**config.mk**
```make
export PLATFORM = sky130hd
export DESIGN_NAME = psum_packer
export DESIGN_NICKNAME = d
export VERILOG_FILES = /design/src/rtl/psum_packer.sv
export SDC_FILE = /design/constraint.sdc
export NUM_CORES = 1
export LEC_CHECK = 0
export BUFFER_PORTS_ARGS = -buffer_cell sky130_fd_sc_hd__buf_2
export CELL_PAD_IN_SITES_DETAIL_PLACEMENT = 0
export CELL_PAD_IN_SITES_GLOBAL_PLACEMENT = 1
export CORE_MARGIN = 2
export CORE_UTILIZATION = 37
export CTS_BUF_LIST = sky130_fd_sc_hd__clkbuf_16
export DETAILED_ROUTE_END_ITERATION = 12
export PLACE_DENSITY = 0.79
export SYNTH_ARGS = -nofsm -noshare
export SYNTH_HDL_FRONTEND = slang
export SYNTH_SLANG_ARGS = --single-unit
```
**constraint.sdc**
```tcl
create_clock -name clk -period 2.42 [get_ports clk]
set_clock_uncertainty 0.1 [all_clocks]
set_input_delay 0.242 -clock clk [delete_from_list [all_inputs] [get_ports clk]]
set_output_delay 0.242 -clock clk [all_outputs]
set_load 0.02 [all_outputs]
```
**src/rtl/psum_packer.sv**
```systemverilog
// Packs a stream of unsigned partial sums into a Size-lane vector for the downstream
// accumulator. Short groups (closed by in_last) are zero-padded.
module psum_packer #(
    parameter int Size      = 9,
    parameter int DataWidth = 8,
    parameter int PsumWidth = DataWidth * 2
) (
    input  logic                         clk,
    input  logic                         rst_n,
    input  logic                         in_valid,
    output logic                         in_ready,
    input  logic [PsumWidth-1:0]         in_psum,
    input  logic                         in_last,
    output logic                         out_valid,
    input  logic                         out_ready,
    output logic [Size*PsumWidth-1:0]    psum,
    output logic [$clog2(Size+1)-1:0]    out_count
);

    localparam int IdxW = (Size > 1) ? $clog2(Size) : 1;
    localparam int CntW = $clog2(Size + 1);

    typedef enum logic {
        FILL = 1'b0,
        HOLD = 1'b1
    } state_e;

    state_e                state_q, state_d;
    logic [IdxW-1:0]       idx_q, idx_d;
    logic [CntW-1:0]       cnt_q, cnt_d;
    logic [PsumWidth-1:0]  lanes_q [Size];
    logic [PsumWidth-1:0]  lanes_d [Size];
    logic                  accept;

    assign out_valid = (state_q == HOLD);
    assign in_ready  = !out_valid || out_ready;
    assign accept    = in_valid && in_ready;
    assign out_count = cnt_q;

    for (genvar g = 0; g < Size; g++) begin : g_pack
        assign psum[(g+1)*PsumWidth-1 -: PsumWidth] = lanes_q[g];
    end

    always_comb begin
        state_d = state_q;
        idx_d   = idx_q;
        cnt_d   = cnt_q;
        lanes_d = lanes_q;
        case (state_q)
            FILL: begin
                if (accept) begin
                    for (int i = 0; i < Size; i++) begin
                        if (idx_q == IdxW'(i)) lanes_d[i] = in_psum;
                    end
                    if (in_last || idx_q == IdxW'(Size - 1)) begin
                        state_d = HOLD;
                        idx_d   = '0;
                        cnt_d   = CntW'(idx_q) + CntW'(1);
                    end else begin
                        idx_d = idx_q + IdxW'(1);
                    end
                end
            end
            HOLD: begin
                if (out_ready) begin
                    // Vector leaves this cycle; an element arriving now opens the next group.
                    for (int i = 0; i < Size; i++) lanes_d[i] = '0;
                    idx_d   = '0;
                    state_d = FILL;
                    if (accept) begin
                        lanes_d[0] = in_psum;
                        if (in_last || Size == 1) begin
                            state_d = HOLD;
                            cnt_d   = CntW'(1);
                        end else begin
                            idx_d = IdxW'(1);
                        end
                    end
                end
            end
            default: state_d = FILL;
        endcase
    end

    always_ff @(posedge clk) begin
        if (!rst_n) begin
            state_q <= FILL;
            idx_q   <= '0;
            cnt_q   <= '0;
            for (int i = 0; i < Size; i++) lanes_q[i] <= '0;
        end else begin
            state_q <= state_d;
            idx_q   <= idx_d;
            cnt_q   <= cnt_d;
            lanes_q <= lanes_d;
        end
    end

endmodule

```
==> reports/qor.yml, run 1 <==
status: "completed"
synthFlopType: "dfxtp_1"
rrSetupSlack_ns: 0.39
hold_buffers: 0
grt_pass1_wl_mm: 28.09
overflow: 0
initial_core_util: 0.3766
coreArea_sq_um: 15830
whs_path_depth: 3
synth_area_per_cell_sq_um: 8.110
grt_setup_unrepaired: "false"
areaGrowthSynthToFinish_pct: 26.53
seq_power_share: 0.461
place_congestion: 0.7664
post-route-period-util: 0.8431
ios: 171
drt_iter0_markers: 378
wirelength_mm: 19.15
track_usage: 0.2183
fin_tns_setup_ns: 0
dp.cells: 1084
routedWlPerCell_um: 17.16
critical_path_required_ns: 2.08
reg2reg_depth: 6
relSlewSlack: 0.4784
worstSetupPathType: "flop to output pin"
synth.net_count: 760
drv_cap: 0
fin_area_sq_um: 7542
grt_max_degree: 49
yosysSeqAreaShare: 0.5139
critPathLaunchType: "flop"
post_cts_resized: 0
synth_edf_count: 0
power_frac_clock: 0.454
cts_buffer_depth: 2
dp_hpwl_mm: 12.76
comb_power_share: 0.085
cts_setup_buffers: 0
p_int_uw: 4193
fmax_ghz: 0.4901
synth_seq_cells: 153
drive_gt1_frac: 0.2600
viasPerCell: 5.082
die_h_um: 130.9
drcViolationCount: 0
cts_tree: "yes"
p_total_uw: 5629
cellLeakagePower_uw: 0.003072
antenna_found_initial: 0
postPlaceCellArea_sq_um: 6982
vias: 5671
fin_cells: 1116
tightest_slew_ns: 0.7808
die-area_sq_um: 17140
numCtsBuffers: 17
netlist_area_sq_um: 5961
die_x_um: 130.9
ys_warn_count: 0
clk_pin_slew_ns: 0.06
fin_nets: 912
dr.pass1.iters: 4
p_per_area_nw_per_um2: 746.3
arrival_ns: 1.70
hold_viol: 0
switching_share: 0.2550
synthCells: 735
diodes: 0
cts_root_buffer: "clkbuf_16"
endpoint_kind: "output pin"
clock-sinks: 153
power_switching_uw: 1435
slew_viol_final: 0
path_max_fanout: 14
async_reset_ff_frac: 0
period_needed_ns: 2.040
peakVddDrop_v: 0.0004936
fillerInstances: 1598
synthDistinctLibCells: 35
ctsHtreeMaxLevel: 4
setup_viol: 0
num_rows: 46
clock_latency_ns: 0.42
place.port_buffers: 170
grt_pass1_vias: 4840
hold_class: "input port to flop"
ant_nets: 0
## power by group through the flow
| stage | Combinational, uW | Clock (uW) | Sequential, uW |
|---|---|---|---|
| after global placement | 483 | 0 | 2650 |
| final | 478 | 2560 | 2590 |
| after detailed placement | 480 | 0 | 2650 |
| after global routing | 518 | 2710 | 2600 |
| after CTS | 481 | 2590 | 2590 |
| after floorplan | 239 | 0 | 2700 |
## kinds of logic (layout without fill, tap and decap cells)
family	Yosys count	in the layout	share of synthesized area
AND/OR/NAND/NOR	350	350	0.2678
AO/OA/AOI/OAI	160	160	0.1482
flip-flops	153	153	0.5139
buffers and inverters	63	228	0.05332
adder cells (fa/ha/maj)	4	4	0.008397
multiplexers	4	4	0.006927
XOR/XNOR	1	1	0.001470
## per-stage QoR
stage	util	setup slack, ns	hold WS [ns]
3_5_place_dp	0.4411	0.3877	0.3427
6_report	0.4765	0.3796	0.01555
3_3_place_gp	0.4411	0.4919	0.3357
5_1_grt	0.4765	0.1697	0.007679
2_1_floorplan	-	0.6648	0.2780
4_1_cts	0.4765	0.3570	0.001598
## layer usage
| layer | up-vias | global-route usage | part of all wire | routed length [um] |
|---|---|---|---|---|
| met4 | 0 | 0.05695 | 0.014 | 263 |
| met1 | 2670 | 0.3046 | 0.45 | 8641 |
| met3 | 18 | 0.06881 | 0.075 | 1433 |
| li1 | 2793 | - | - | - |
| met5 | - | 0 | 0 | 0 |
| met2 | 190 | 0.3281 | 0.46 | 8811 |
## state kept, by name, indices dropped and copies added (netlist names)
name	cells
out_count	4
idx_q	4
psum	144
out_valid	1
## cell usage in the layout (no fill, tap or decap), types with 2 or more instances in the layout
| master | netlist | layout |
|---|---|---|
| buf_2 | 20 | 170 |
| nand2b_1 | 3 | 3 |
| clkbuf_16 | 0 | 17 |
| nor2_1 | 13 | 13 |
| a211oi_1 | 2 | 2 |
| clkinvlp_4 | 0 | 3 |
| clkinv_1 | 0 | 4 |
| clkinv_2 | 0 | 4 |
| mux2i_1 | 3 | 3 |
| buf_4 | 10 | 17 |
| nand2_1 | 165 | 165 |
| a31oi_4 | 2 | 2 |
| inv_1 | 5 | 5 |
| a21oi_1 | 149 | 149 |
| bufinv_16 | 0 | 2 |
| ha_1 | 4 | 4 |
| nor2b_1 | 21 | 21 |
| or2_2 | 3 | 3 |
| o21ai_4 | 2 | 2 |
| dfxtp_1 | 153 | 153 |
| nor2_2 | 3 | 3 |
| nand3_1 | 134 | 134 |
| clkinv_4 | 0 | 2 |
| nand3b_1 | 3 | 3 |
| buf_12 | 0 | 3 |
## Yosys cell counts, drive strengths merged (2+ instances only)
cell type,count,share of area
nor2b,21,0.022
nand3b,4,0.0071
a31oi,2,0.0071
o21ai,2,0.0055
nand3,134,0.11
mux2i,3,0.0050
buf,33,0.034
inv,6,0.0038
nor2,16,0.011
clkbuf,24,0.016
ha,4,0.0084
or2,5,0.0057
dfxtp,153,0.51
a211oi,2,0.0025
nand2b,3,0.0031
a21oi,149,0.13
nand2,166,0.10
## worst max-delay path, cell delays in order (launching register included)
cell,delay [ns]
dfxtp_1,0.64
buf_4,0.22
nor2b_1,0.20
inv_1,0.06
buf_2,0.16
## final timing paths
kind,from,end
setup / recovery,out_valid,in_ready
hold / removal,in_psum[1],psum[33]
setup reg to reg,idx_q[0],psum[73]
hold reg to reg,psum[6],psum[6]
## cell type report
cell class                 count  area [sq um]  area share
sequential                   153          3063      0.4061
multi-input combinational    519          2585      0.3427
timing repair buffer         190          1039      0.1377
clock buffer                  17         425.4     0.05640
tap                          216         270.3     0.03583
clock inverter                15         135.1     0.01792
inverter                       6         25.02    0.003318
No activity file was read; power rests on OpenSTA's default activity.
==> run 2: changes to the inputs <==
--- a/config.mk
+++ b/config.mk
@@ -9,10 +9,10 @@
 export CELL_PAD_IN_SITES_DETAIL_PLACEMENT = 0
 export CELL_PAD_IN_SITES_GLOBAL_PLACEMENT = 1
 export CORE_MARGIN = 2
-export CORE_UTILIZATION = 37
+export CORE_UTILIZATION = 34
 export CTS_BUF_LIST = sky130_fd_sc_hd__clkbuf_16
 export DETAILED_ROUTE_END_ITERATION = 12
-export PLACE_DENSITY = 0.79
+export PLACE_DENSITY = 0.76
 export SYNTH_ARGS = -nofsm -noshare
 export SYNTH_HDL_FRONTEND = slang
 export SYNTH_SLANG_ARGS = --single-unit
==> constraint.sdc (replaced) <==
create_clock -name clk -period 1.8 [get_ports clk]
set_clock_uncertainty 0.1 [all_clocks]
set_input_delay 0.18 -clock clk [delete_from_list [all_inputs] [get_ports clk]]
set_output_delay 0.18 -clock clk [all_outputs]
set_load 0.02 [all_outputs]
==> run 2 against run 1 <==
  * Cell area up 8.5%
  * Critical path depth up 1
  * Utilization down 0.17 points
  * Total power up 44%
  * Clock-buffer cell count unchanged
  * Die area up 8.5%
  * Sequential cell count unchanged
  * First-iteration DRC count down 15%
  * Worst setup slack worse by 0.31 ns
  * Non-clock buffer count up 49
  * Global-route usage down 0.77 points
  * Cell count up 5.1%
  * Critical path type is now flop to flop
==> reports/qor.yml, run 2 (synthesized netlist as in run 1, its figures left out) <==
fin_cells: 1173  # +5.1%
worstSetupPathType: "flop to flop"
track_usage: 0.2106  # -0.007685
wirelength_mm: 20.31  # +6.0%
largest_reg_flops: 144  # unchanged
cts_root_buffer: "clkbuf_16"
die-area_sq_um: 18610  # +8.5%
clock_latency_ns: 0.42  # about the same
clock-sinks: 153  # unchanged
ios: 171  # unchanged
critical_path_required_ns: 1.99  # -0.09 ns
slew_viol_final: 0  # unchanged
post-route-period-util: 0.9596
routedWlPerCell_um: 17.31  # +0.88%
place_congestion: 0.8171  # +6.6%
grt_setup_unrepaired: "false"
max_stage_delay_ns: 0.45  # -0.19 ns
mostFrequentLayoutCells: "buf_2, nand2_1, dfxtp_1, a21oi_1, nand3_1"
critPathLaunchType: "flop"
fin_nets: 961  # +5.4%
reg2reg_depth: 5  # -1
ctsHtreeMaxLevel: 4  # unchanged
r2r_end: "psum[79]"
fmax_ghz: 0.5789
crit_family: "simple AND/OR/NAND/NOR gates"
initial_core_util: 0.3458  # -0.03078
hold_ws_ns: 0.05088  # +0.03533 ns
grt_pass1_vias: 5194  # +7.3%
setup.worst_path.start: "idx_q[3]"
rr_startpoint: "idx_q[3]"
min-delay-start: "in_last"
hold_class: "input port to flop"
rrSetupSlack_ns: 0.07  # -0.32 ns
cts_tree: "yes"
cp_slowest_cell: "or2_2"
drcViolationCount: 0  # unchanged
dp_hpwl_mm: 13.05  # +2.3%
ant_nets: 0  # unchanged
antenna_found_initial: 0  # unchanged
drt_iter0_markers: 320  # -15%
status: "completed"
dp.cells: 1123  # +3.6%
cts_buffer_depth: 2  # unchanged
dr.pass1.iters: 4  # unchanged
grt_max_degree: 101  # +110%
clk_pin_slew_ns: 0.06  # about the same
place.port_buffers: 170  # unchanged
diodes: 0  # unchanged
die_h_um: 136.4  # +4.2%
die_x_um: 136.4  # +4.2%
crit_chain: "nand2b_1 > buf_4 > or2_2 > nand3_1 > a21oi_1"
path_depth: 5  # +1
setup_viol: 0  # unchanged
relSlewSlack: 0.6063  # +0.1279
drv_cap: 0  # unchanged
peakVddDrop_v: 0.0006804  # +38%
p_per_area_nw_per_um2: 990.9  # +33%
worst-path-buf-inv: 1  # -2
num_rows: 48  # +4.3%
coreArea_sq_um: 17240  # +8.9%
areaGrowthSynthToFinish_pct: 37.30
viasPerCell: 4.980  # -2.0%
final_common_cell: "buf_2"
crit_end: "psum[79]"
path_max_fanout: 16  # +2
cellLeakagePower_uw: 0.003390  # +10%
tightest_slew_ns: 0.5906  # -0.1902 ns
endpoint_kind: "flop"
period_needed_ns: 1.727
arrival_ns: 1.91  # +0.21 ns
numCtsBuffers: 17  # unchanged
grt_pass1_wl_mm: 29.50  # +5.0%
drive_gt1_frac: 0.2901  # +0.03008
hold_viol: 0  # unchanged
vias: 5842  # +3.0%
overflow: 0  # unchanged
-- run 2: cell types whose count changed in the layout (fill, tap and decap cells not counted), moves of 4 or more --
cell and delta:
clkinv_1 -4, inv_6 +5, buf_12 +7, dlygate4sd3_1 +16, buf_4 +22
-- run 2: routing by layer --
metal  share of wire  vias up  GRT usage
li1                -     2890          -
met1            0.42     2737     0.2705
met2            0.48      190     0.3347
met3           0.078       25    0.06488
met4           0.018        0    0.07350
met5               0        -          0
-- run 2: layout make-up --
| cell class | count | area [sq um] |
|---|---|---|
| Clock buffer | 17 | 425.4 |
| Clock inverter | 14 | 193.9 |
| Fill cell | 1740 | 9052 |
| Inverter | 6 | 25.02 |
| Multi-Input combinational cell | 519 | 2636 |
| Sequential cell | 153 | 3063 |
| Tap cell | 225 | 281.5 |
| Timing Repair Buffer | 239 | 1559 |
-- run 2: metrics by stage --
| stage | worst slack, ns | utilization | total power [uW] | setup TNS, ns | cell area, sq um |
|---|---|---|---|---|---|
| CTS | 0.02044 | 0.4695 | 8146 | 0 | 8093 |
| global placement | -0.1056 | 0.4239 | 4303 | -1.735 | 7306 |
| floorplan | 0.04483 | - | 3946 | 0 | 5961 |
| detailed placement | -0.1792 | 0.4239 | 4303 | -3.336 | 7306 |
| global route | 0.001706 | 0.4748 | 8390 | 0 | 8184 |
| finish | 0.07265 | 0.4748 | 8109 | 0 | 8184 |
-- run 2: how the worst min path moves through the flow --
| stage | endpoint | slack [ns] | cells after the start |
|---|---|---|---|
| after global placement | psum[14] | 0.34 | 2 |
| final | idx_q[3] | 0.05 | 4 |
| after CTS | out_valid | 0.004 | 3 |
| after global routing | idx_q[2] | 0.07 | 4 |
| after floorplan | psum[128] | 0.22 | 2 |
| after detailed placement | psum[13] | 0.34 | 2 |
-- run 2: worst register-to-register path, stage by stage (launching register included) --
cell and delay (ns):
dfxtp_1 0.32, nand2b_1 0.28, buf_4 0.23, or2_2 0.45
nand3_1 0.15, a21oi_1 0.07
-- run 2: power by group --
part           switching, uW  internal (uW)  total, uW
clock                   1490           2330       3820
sequential              32.1           3450       3480
combinational            514            297        811
total                   2040           6070       8110
-- run 2: what timing repair did --
action	4_1_cts	5_1_grt
hold endpoints to repair	64	0
pin swaps	0	2
hold buffers	16	0
cloned	0	2
resized for setup	3	14
endpoints found under the setup margin	48	82
setup buffers	0	1
